$ cat config.mk
export PLATFORM = sky130hd
export DESIGN_NAME = alu_operand_sequencer_flat
export DESIGN_NICKNAME = d
export VERILOG_FILES = /design/src/rtl/alu_seq_pkg.sv /design/src/rtl/alu_operand_sequencer_if.sv /design/src/rtl/button_conditioner.sv /design/src/rtl/alu_operand_sequencer.sv /design/src/flat_wrapper.sv
export SDC_FILE = /design/constraint.sdc
export NUM_CORES = 1
export LEC_CHECK = 0
export CAP_MARGIN = 25
export CORE_ASPECT_RATIO = 0.7
export CORE_MARGIN = 1.5
export CORE_UTILIZATION = 50
export CTS_CLUSTER_DIAMETER = 60
export CTS_CLUSTER_SIZE = 24
export DETAILED_ROUTE_END_ITERATION = 12
export GPL_TIMING_DRIVEN = 1
export PLACE_DENSITY = 0.77
export SYNTH_ARGS = -nofsm -noshare
export SYNTH_HDL_FRONTEND = slang
export SYNTH_SLANG_ARGS = --single-unit
$ cat constraint.sdc
create_clock -name CLK -period 5.6 [get_ports CLK]
set_input_delay 1.4 -clock CLK [delete_from_list [all_inputs] [get_ports CLK]]
set_output_delay 1.4 -clock CLK [all_outputs]
set_load 0.01 [all_outputs]
$ cat src/rtl/alu_seq_pkg.sv
// Shared constants for the ALU operand sequencer: opcode encodings and button lanes.
package alu_seq_pkg;

    // MIPS funct-field encodings
    localparam logic [5:0] OP_ADD = 6'b100000;
    localparam logic [5:0] OP_SUB = 6'b100010;
    localparam logic [5:0] OP_AND = 6'b100100;
    localparam logic [5:0] OP_OR  = 6'b100101;
    localparam logic [5:0] OP_XOR = 6'b100110;
    localparam logic [5:0] OP_NOR = 6'b100111;
    localparam logic [5:0] OP_SRL = 6'b000010;
    localparam logic [5:0] OP_SRA = 6'b000011;

    localparam int BTN_A   = 0;
    localparam int BTN_B   = 1;
    localparam int BTN_OP  = 2;
    localparam int NUM_BTN = 3;

endpackage

$ cat src/rtl/alu_operand_sequencer_if.sv
// Board-side signal bundle: switches and buttons in, result LEDs and status out.
interface alu_operand_sequencer_if #(
    parameter int WIDTH = 8
);
    logic [WIDTH-1:0] SWITCH;
    logic [2:0]       BOT;
    logic [WIDTH-1:0] LED;
    logic             ZERO;
    logic             CARRY;
    logic             OVF;
    logic             OP_ERR;
    logic [2:0]       LOADED;
    logic             VALID;

    modport master (
        output SWITCH, BOT,
        input  LED, ZERO, CARRY, OVF, OP_ERR, LOADED, VALID
    );

    modport slave (
        input  SWITCH, BOT,
        output LED, ZERO, CARRY, OVF, OP_ERR, LOADED, VALID
    );
endinterface

$ cat src/rtl/button_conditioner.sv
// One button lane: 2-FF synchroniser, stability counter, rising-edge pulse.
module button_conditioner #(
    parameter int DEBOUNCE_CYCLES = 500000
) (
    input  logic CLK,
    input  logic RESET,
    input  logic RAW,
    output logic PULSE
);
    localparam int                CNT_W   = $clog2(DEBOUNCE_CYCLES);
    localparam logic [CNT_W-1:0]  CNT_MAX = CNT_W'(DEBOUNCE_CYCLES - 1);

    logic             r_sync1;
    logic             r_sync2;
    logic             r_deb;
    logic             r_deb_d;
    logic [CNT_W-1:0] r_cnt;

    always_ff @(posedge CLK) begin
        if (RESET) begin
            r_sync1 <= 1'b0;
            r_sync2 <= 1'b0;
            r_deb   <= 1'b0;
            r_deb_d <= 1'b0;
            r_cnt   <= '0;
        end else begin
            r_sync1 <= RAW;
            r_sync2 <= r_sync1;
            r_deb_d <= r_deb;
            if (r_sync2 == r_deb) begin
                r_cnt <= '0;
            end else if (r_cnt == CNT_MAX) begin
                r_deb <= r_sync2;
                r_cnt <= '0;
            end else begin
                r_cnt <= r_cnt + 1'b1;
            end
        end
    end

    // Gated by RESET so the cycle a reset lands can never look like a press.
    assign PULSE = r_deb & ~r_deb_d & ~RESET;

endmodule

$ cat src/rtl/alu_operand_sequencer.sv
// Loads A, B and opcode from the switches on debounced button presses and shows the ALU result.
module alu_operand_sequencer
    import alu_seq_pkg::*;
#(
    parameter int WIDTH           = 8,
    parameter int DEBOUNCE_CYCLES = 500000,
    parameter int OP_WIDTH        = 6
) (
    input  logic              CLK,
    input  logic              RESET,
    alu_operand_sequencer_if.slave bus
);
    localparam int SH_W = $clog2(WIDTH);

    logic [NUM_BTN-1:0]  w_pulse;
    logic [WIDTH-1:0]    r_a;
    logic [WIDTH-1:0]    r_b;
    logic [OP_WIDTH-1:0] r_op;
    logic [NUM_BTN-1:0]  r_loaded;

    logic [WIDTH-1:0]    r_led;
    logic                r_zero;
    logic                r_carry;
    logic                r_ovf;
    logic                r_err;
    logic                r_valid;

    logic [WIDTH:0]      w_sum;
    logic [WIDTH-1:0]    w_res;
    logic                w_carry;
    logic                w_ovf;
    logic                w_err;
    logic [SH_W-1:0]     w_shamt;

    generate
        for (genvar gi = 0; gi < NUM_BTN; gi++) begin : g_btn
            button_conditioner #(
                .DEBOUNCE_CYCLES(DEBOUNCE_CYCLES)
            ) u_btn (
                .CLK  (CLK),
                .RESET(RESET),
                .RAW  (bus.BOT[gi]),
                .PULSE(w_pulse[gi])
            );
        end
    endgenerate

    // Fixed priority; a lower-priority pulse in the same cycle is simply lost.
    always_ff @(posedge CLK) begin
        if (RESET) begin
            r_a      <= '0;
            r_b      <= '0;
            r_op     <= '0;
            r_loaded <= '0;
        end else if (w_pulse[BTN_A]) begin
            r_a             <= bus.SWITCH;
            r_loaded[BTN_A] <= 1'b1;
        end else if (w_pulse[BTN_B]) begin
            r_b             <= bus.SWITCH;
            r_loaded[BTN_B] <= 1'b1;
        end else if (w_pulse[BTN_OP]) begin
            r_op             <= bus.SWITCH[OP_WIDTH-1:0];
            r_loaded[BTN_OP] <= 1'b1;
        end
    end

    assign w_shamt = r_b[SH_W-1:0];

    always_comb begin
        w_sum   = '0;
        w_res   = '0;
        w_carry = 1'b0;
        w_ovf   = 1'b0;
        w_err   = 1'b0;
        case (r_op)
            OP_WIDTH'(OP_ADD): begin
                w_sum   = {1'b0, r_a} + {1'b0, r_b};
                w_res   = w_sum[WIDTH-1:0];
                w_carry = w_sum[WIDTH];
                w_ovf   = (r_a[WIDTH-1] == r_b[WIDTH-1]) && (w_sum[WIDTH-1] != r_a[WIDTH-1]);
            end
            OP_WIDTH'(OP_SUB): begin
                // Bit WIDTH of the widened difference is the borrow.
                w_sum   = {1'b0, r_a} - {1'b0, r_b};
                w_res   = w_sum[WIDTH-1:0];
                w_carry = w_sum[WIDTH];
                w_ovf   = (r_a[WIDTH-1] != r_b[WIDTH-1]) && (w_sum[WIDTH-1] != r_a[WIDTH-1]);
            end
            OP_WIDTH'(OP_AND): w_res = r_a & r_b;
            OP_WIDTH'(OP_OR):  w_res = r_a | r_b;
            OP_WIDTH'(OP_XOR): w_res = r_a ^ r_b;
            OP_WIDTH'(OP_NOR): w_res = ~(r_a | r_b);
            OP_WIDTH'(OP_SRL): w_res = r_a >> w_shamt;
            OP_WIDTH'(OP_SRA): w_res = $unsigned($signed(r_a) >>> w_shamt);
            default:           w_err = 1'b1;
        endcase
    end

    always_ff @(posedge CLK) begin
        if (RESET) begin
            r_led   <= '0;
            r_zero  <= 1'b0;
            r_carry <= 1'b0;
            r_ovf   <= 1'b0;
            r_err   <= 1'b0;
            r_valid <= 1'b0;
        end else begin
            r_led   <= w_res;
            r_zero  <= (w_res == '0);
            r_carry <= w_carry;
            r_ovf   <= w_ovf;
            r_err   <= w_err;
            r_valid <= &r_loaded;
        end
    end

    assign bus.LED    = r_led;
    assign bus.ZERO   = r_zero;
    assign bus.CARRY  = r_carry;
    assign bus.OVF    = r_ovf;
    assign bus.OP_ERR = r_err;
    assign bus.LOADED = r_loaded;
    assign bus.VALID  = r_valid;

endmodule

$ cat src/flat_wrapper.sv
// flat-port wrapper written by rule: the top's interface ports become plain ports
module alu_operand_sequencer_flat import alu_seq_pkg::*;
#(
    parameter int WIDTH           = 8,
    parameter int DEBOUNCE_CYCLES = 500000,
    parameter int OP_WIDTH        = 6
)
  (CLK, RESET, bus_SWITCH, bus_BOT, bus_LED, bus_ZERO, bus_CARRY, bus_OVF, bus_OP_ERR, bus_LOADED, bus_VALID);
  alu_operand_sequencer_if #(.WIDTH(WIDTH)) bus_i ();
  input  logic CLK;
  input  logic RESET;
  input wire logic [$bits(bus_i.SWITCH)-1:0] bus_SWITCH;
  input wire logic [$bits(bus_i.BOT)-1:0] bus_BOT;
  output wire logic [$bits(bus_i.LED)-1:0] bus_LED;
  output wire logic [$bits(bus_i.ZERO)-1:0] bus_ZERO;
  output wire logic [$bits(bus_i.CARRY)-1:0] bus_CARRY;
  output wire logic [$bits(bus_i.OVF)-1:0] bus_OVF;
  output wire logic [$bits(bus_i.OP_ERR)-1:0] bus_OP_ERR;
  output wire logic [$bits(bus_i.LOADED)-1:0] bus_LOADED;
  output wire logic [$bits(bus_i.VALID)-1:0] bus_VALID;
  assign bus_i.SWITCH = bus_SWITCH;
  assign bus_i.BOT = bus_BOT;
  assign bus_LED = bus_i.LED;
  assign bus_ZERO = bus_i.ZERO;
  assign bus_CARRY = bus_i.CARRY;
  assign bus_OVF = bus_i.OVF;
  assign bus_OP_ERR = bus_i.OP_ERR;
  assign bus_LOADED = bus_i.LOADED;
  assign bus_VALID = bus_i.VALID;
  alu_operand_sequencer #(.WIDTH(WIDTH), .DEBOUNCE_CYCLES(DEBOUNCE_CYCLES), .OP_WIDTH(OP_WIDTH)) u_core (.CLK(CLK), .RESET(RESET), .bus(bus_i));
endmodule
==> out/metrics.cfg <==
[run_status]
outcome = finished, final reports clean

[sta]
report.final.slew_viol_count = 0
worst_hold_slack_ns = 0.4438
finalClockSkew_ns = 0.008335
slew_headroom_pct = 37.02
finalSetupTns_ns = 0
fmax_mhz = 289.1
tightest_slew_ns = 0.9434
hold_violations = 0
min_period_ns = 3.459
timing.final.crit_share_pct = 61.77
setup_viol = 0
rsz0062_at_grt = no

[route]
dr_total_vias = 4537
wl_per_cell_um = 15.20
drt-pass1-iter-count = 5
drt.antenna.violating_nets = 0
via_per_inst = 5.615
drt_iter0_markers = 487
routed_wl_um = 12280
drt_drc_violations_left = 0

[synth]
yosysUniqueCellTypes = 62
synth_top_family_by_area = simple AND/OR/NAND/NOR gates
async_reset_ff_share_pct = 0
avgSynthCellArea_um2 = 8.632
netlist_instances = 643
syn_nets = 685
synth-edff-count = 0
ys_warn_count = 0
synthMuxAreaShare_pct = 6.222
ys.flop_type = dfxtp_1
yosysSeqAreaShare_pct = 38.59
synth_xor_area_share_pct = 10.26
synth-simple-area-share_pct = 23.06
synth-compound-area-share_pct = 9.761
synthAdderAreaFrac_pct = 6.808
synth_area_um2 = 5550
ys_ff_latch = 107

[worst_setup_path]
slowest_stage = dfxtp_1
reg2reg_setup_slack_ns = 2.14
crit_type = reg2reg
path_cells = inv_1, ha_1, o21ba_2, or4_4, and3b_1, o311a_1, or3_1, a31o_1, nor4_2
cpPeakStageDelay_ns = 0.83
critPathMaxFanout = 19
start_kind = register
cp-end-kind = register
crit_required_ns = 5.85
worst_ep_arrival_time_ns = 3.71
ff2ff_path_depth = 9

[final_layout]
final_common_cell = nor2_1
final_cells = 808
nNetsFinal = 697
ff_latch_area_um2 = 2142
area_delta_synth_final_pct = 10.73
final_cell_mix = nor2_1, dfxtp_1, nand2_1
finish.instance_area_um2 = 6146
diodes = 0
fillers = 949
layout-drive-gt1-share_pct = 5.000
multi_input_area_um2 = 3114

[power]
swShare_pct = 22.16
p_comb_share_pct = 2.0
seq_power_share_pct = 54.8
p_per_area_nw_per_um2 = 227.3
p_int_w = 0.001087
vdd.ir_drop.worst_uv = 170.0
clock_power_share_pct = 43.3
p_switching_w = 0.0003095
p_leak_nw = 2.211

[hold_path]
worst_hold_path_type = reg2reg
hold_depth = 1

[placement]
gp_congestion = 0.9375
dp_cells = 792
dpl_cell_area_um2 = 5863
dp_hpwl_um = 8845
portBuffers = 28

[clock_tree]
htreeDepth = 3
path_clk_slew_ns = 0.07
cts_resized = 0
cts_tree = built
clk_latency_ns = 0.35
postCtsSetupBuffers = 0
cts_hold_buf = 0
cts_root_buffer = clkbuf_16
cts-buffers-inserted = 9
clockBufferDepth = 2
clock-sinks = 107

[global_route]
grt_util_all_layers_pct = 22.07
grt_pass1_wl_um = 20650
antenna_found_initial = 0
grt_max_degree = 48
grt_pass1_vias = 4082
overflow = 0

[floorplanning]
die-area_um2 = 11750
die_h_um = 91.15
initial_core_util_pct = 52.42
rows = 31
ios = 29
die_w_um = 128.9
coreArea_um2 = 10590

[run]
cap_violations = 0

-- state kept, by name, summed over array words and instances, names as in the netlist --
register / count
u_core.g_btn.u_btn.r_sync2: 3
u_core.g_btn.u_btn.r_sync1: 3
u_core.r_b: 8
u_core.bus.ZERO: 1
u_core.bus.LOADED: 3
u_core.r_op: 6
u_core.r_a: 8
u_core.bus.VALID: 1
u_core.bus.OP_ERR: 1
u_core.g_btn.u_btn.r_deb_d: 3
u_core.bus.OVF: 1
u_core.g_btn.u_btn.r_cnt: 57
u_core.bus.CARRY: 1
u_core.g_btn.u_btn.r_deb: 3
u_core.bus.LED: 8
-- worst paths after layout --
check / start / endpoint
worst max-delay path: u_core.r_b[1]$_SDFFE_PP0P_ / u_core.bus.ZERO$_SDFF_PP0_
worst min-delay path: u_core.g_btn[1].u_btn.r_sync1$_SDFF_PP0_ / u_core.g_btn[1].u_btn.r_sync2$_SDFF_PP0_
worst max register to register: u_core.r_b[1]$_SDFFE_PP0P_ / u_core.bus.ZERO$_SDFF_PP0_
worst min register to register: u_core.g_btn[1].u_btn.r_sync1$_SDFF_PP0_ / u_core.g_btn[1].u_btn.r_sync2$_SDFF_PP0_
-- synthesized netlist by cell type, drive strengths merged, types with 2 or more instances --
master | n | area share, %
a21o | 4 | 0.56
nor2 | 114 | 7.7
or4 | 2 | 0.34
and2 | 5 | 0.59
o21ai | 18 | 1.6
xor2 | 33 | 5.2
or3 | 6 | 0.70
nand2 | 47 | 3.2
clkbuf | 28 | 2.6
dfxtp | 107 | 39
o31ai | 10 | 1.4
a221oi | 2 | 0.32
mux2i | 30 | 5.4
and3 | 5 | 0.59
nand2b | 3 | 0.34
nand4 | 12 | 1.4
o21bai | 3 | 0.41
o211ai | 2 | 0.27
fa | 2 | 0.72
a2111oi | 4 | 0.63
nand3 | 27 | 2.4
nor3b | 3 | 0.50
nor2b | 15 | 1.7
mux4 | 2 | 0.81
and4 | 3 | 0.47
a21oi | 18 | 1.6
nor3 | 9 | 0.81
inv | 31 | 2.1
a211oi | 5 | 0.68
nor4b | 4 | 0.63
ha | 27 | 6.1
buf | 2 | 0.41
nor4 | 6 | 0.79
xnor2 | 32 | 5.0
o221ai | 3 | 0.47
-- area by class of cell --
| class | count | area share (%) |
|---|---|---|
| Clock buffer | 10 | 3.726 |
| Multi-Input combinational cell | 474 | 50.67 |
| Tap cell | 148 | 3.013 |
| Inverter | 31 | 1.893 |
| Sequential cell | 107 | 34.85 |
| Timing Repair Buffer | 32 | 4.967 |
| Clock inverter | 6 | 0.8754 |
-- cells by family after synthesis --
logic type,Yosys count
buffers and inverters,62
DFF,107
adders and majority gates,29
xor gates and xnor gates,65
AOI/OAI and AO/OA,81
muxes,32
and+or+nand+nor,267
-- power by group through the flow --
stage	Combinational (W)	Sequential, W	Clock [W]
final	0.0000273	0.000765	0.000604
after global routing	0.0000293	0.000765	0.000654
after CTS	0.0000274	0.000765	0.000622
after detailed placement	0.0000271	0.000783	0
after global placement	0.0000268	0.000783	0
after floorplan	0.0000115	0.000783	0
-- stage by stage --
step                      worst slack, ns   power, W  utilization, %
after floorplan                     2.240  0.0007946               -
after global placement              2.269  0.0008096           55.37
after detailed placement            2.199  0.0008101           55.37
after CTS                           2.168   0.001414           58.04
after global routing                1.979   0.001448           58.04
final                               2.141   0.001397           58.04
-- worst max-delay path, delay by kind of cell (launching register included) --
family	cells	cell delay (ns)
adders and majority gates	1	0.37
AOI/OAI and AO/OA	3	0.76
buffers and inverters	1	0.19
DFF	1	0.83
and+or+nand+nor	4	1.22
-- layer usage --
metal	part of all wire [%]	GRT usage, %	wire (µm)
met5	0	0	0
met4	1.2	5.243	142
met3	7.2	5.068	887
met2	41	30.75	5029
met1	51	33.93	6219
No activity file was read; power rests on OpenSTA's default activity.
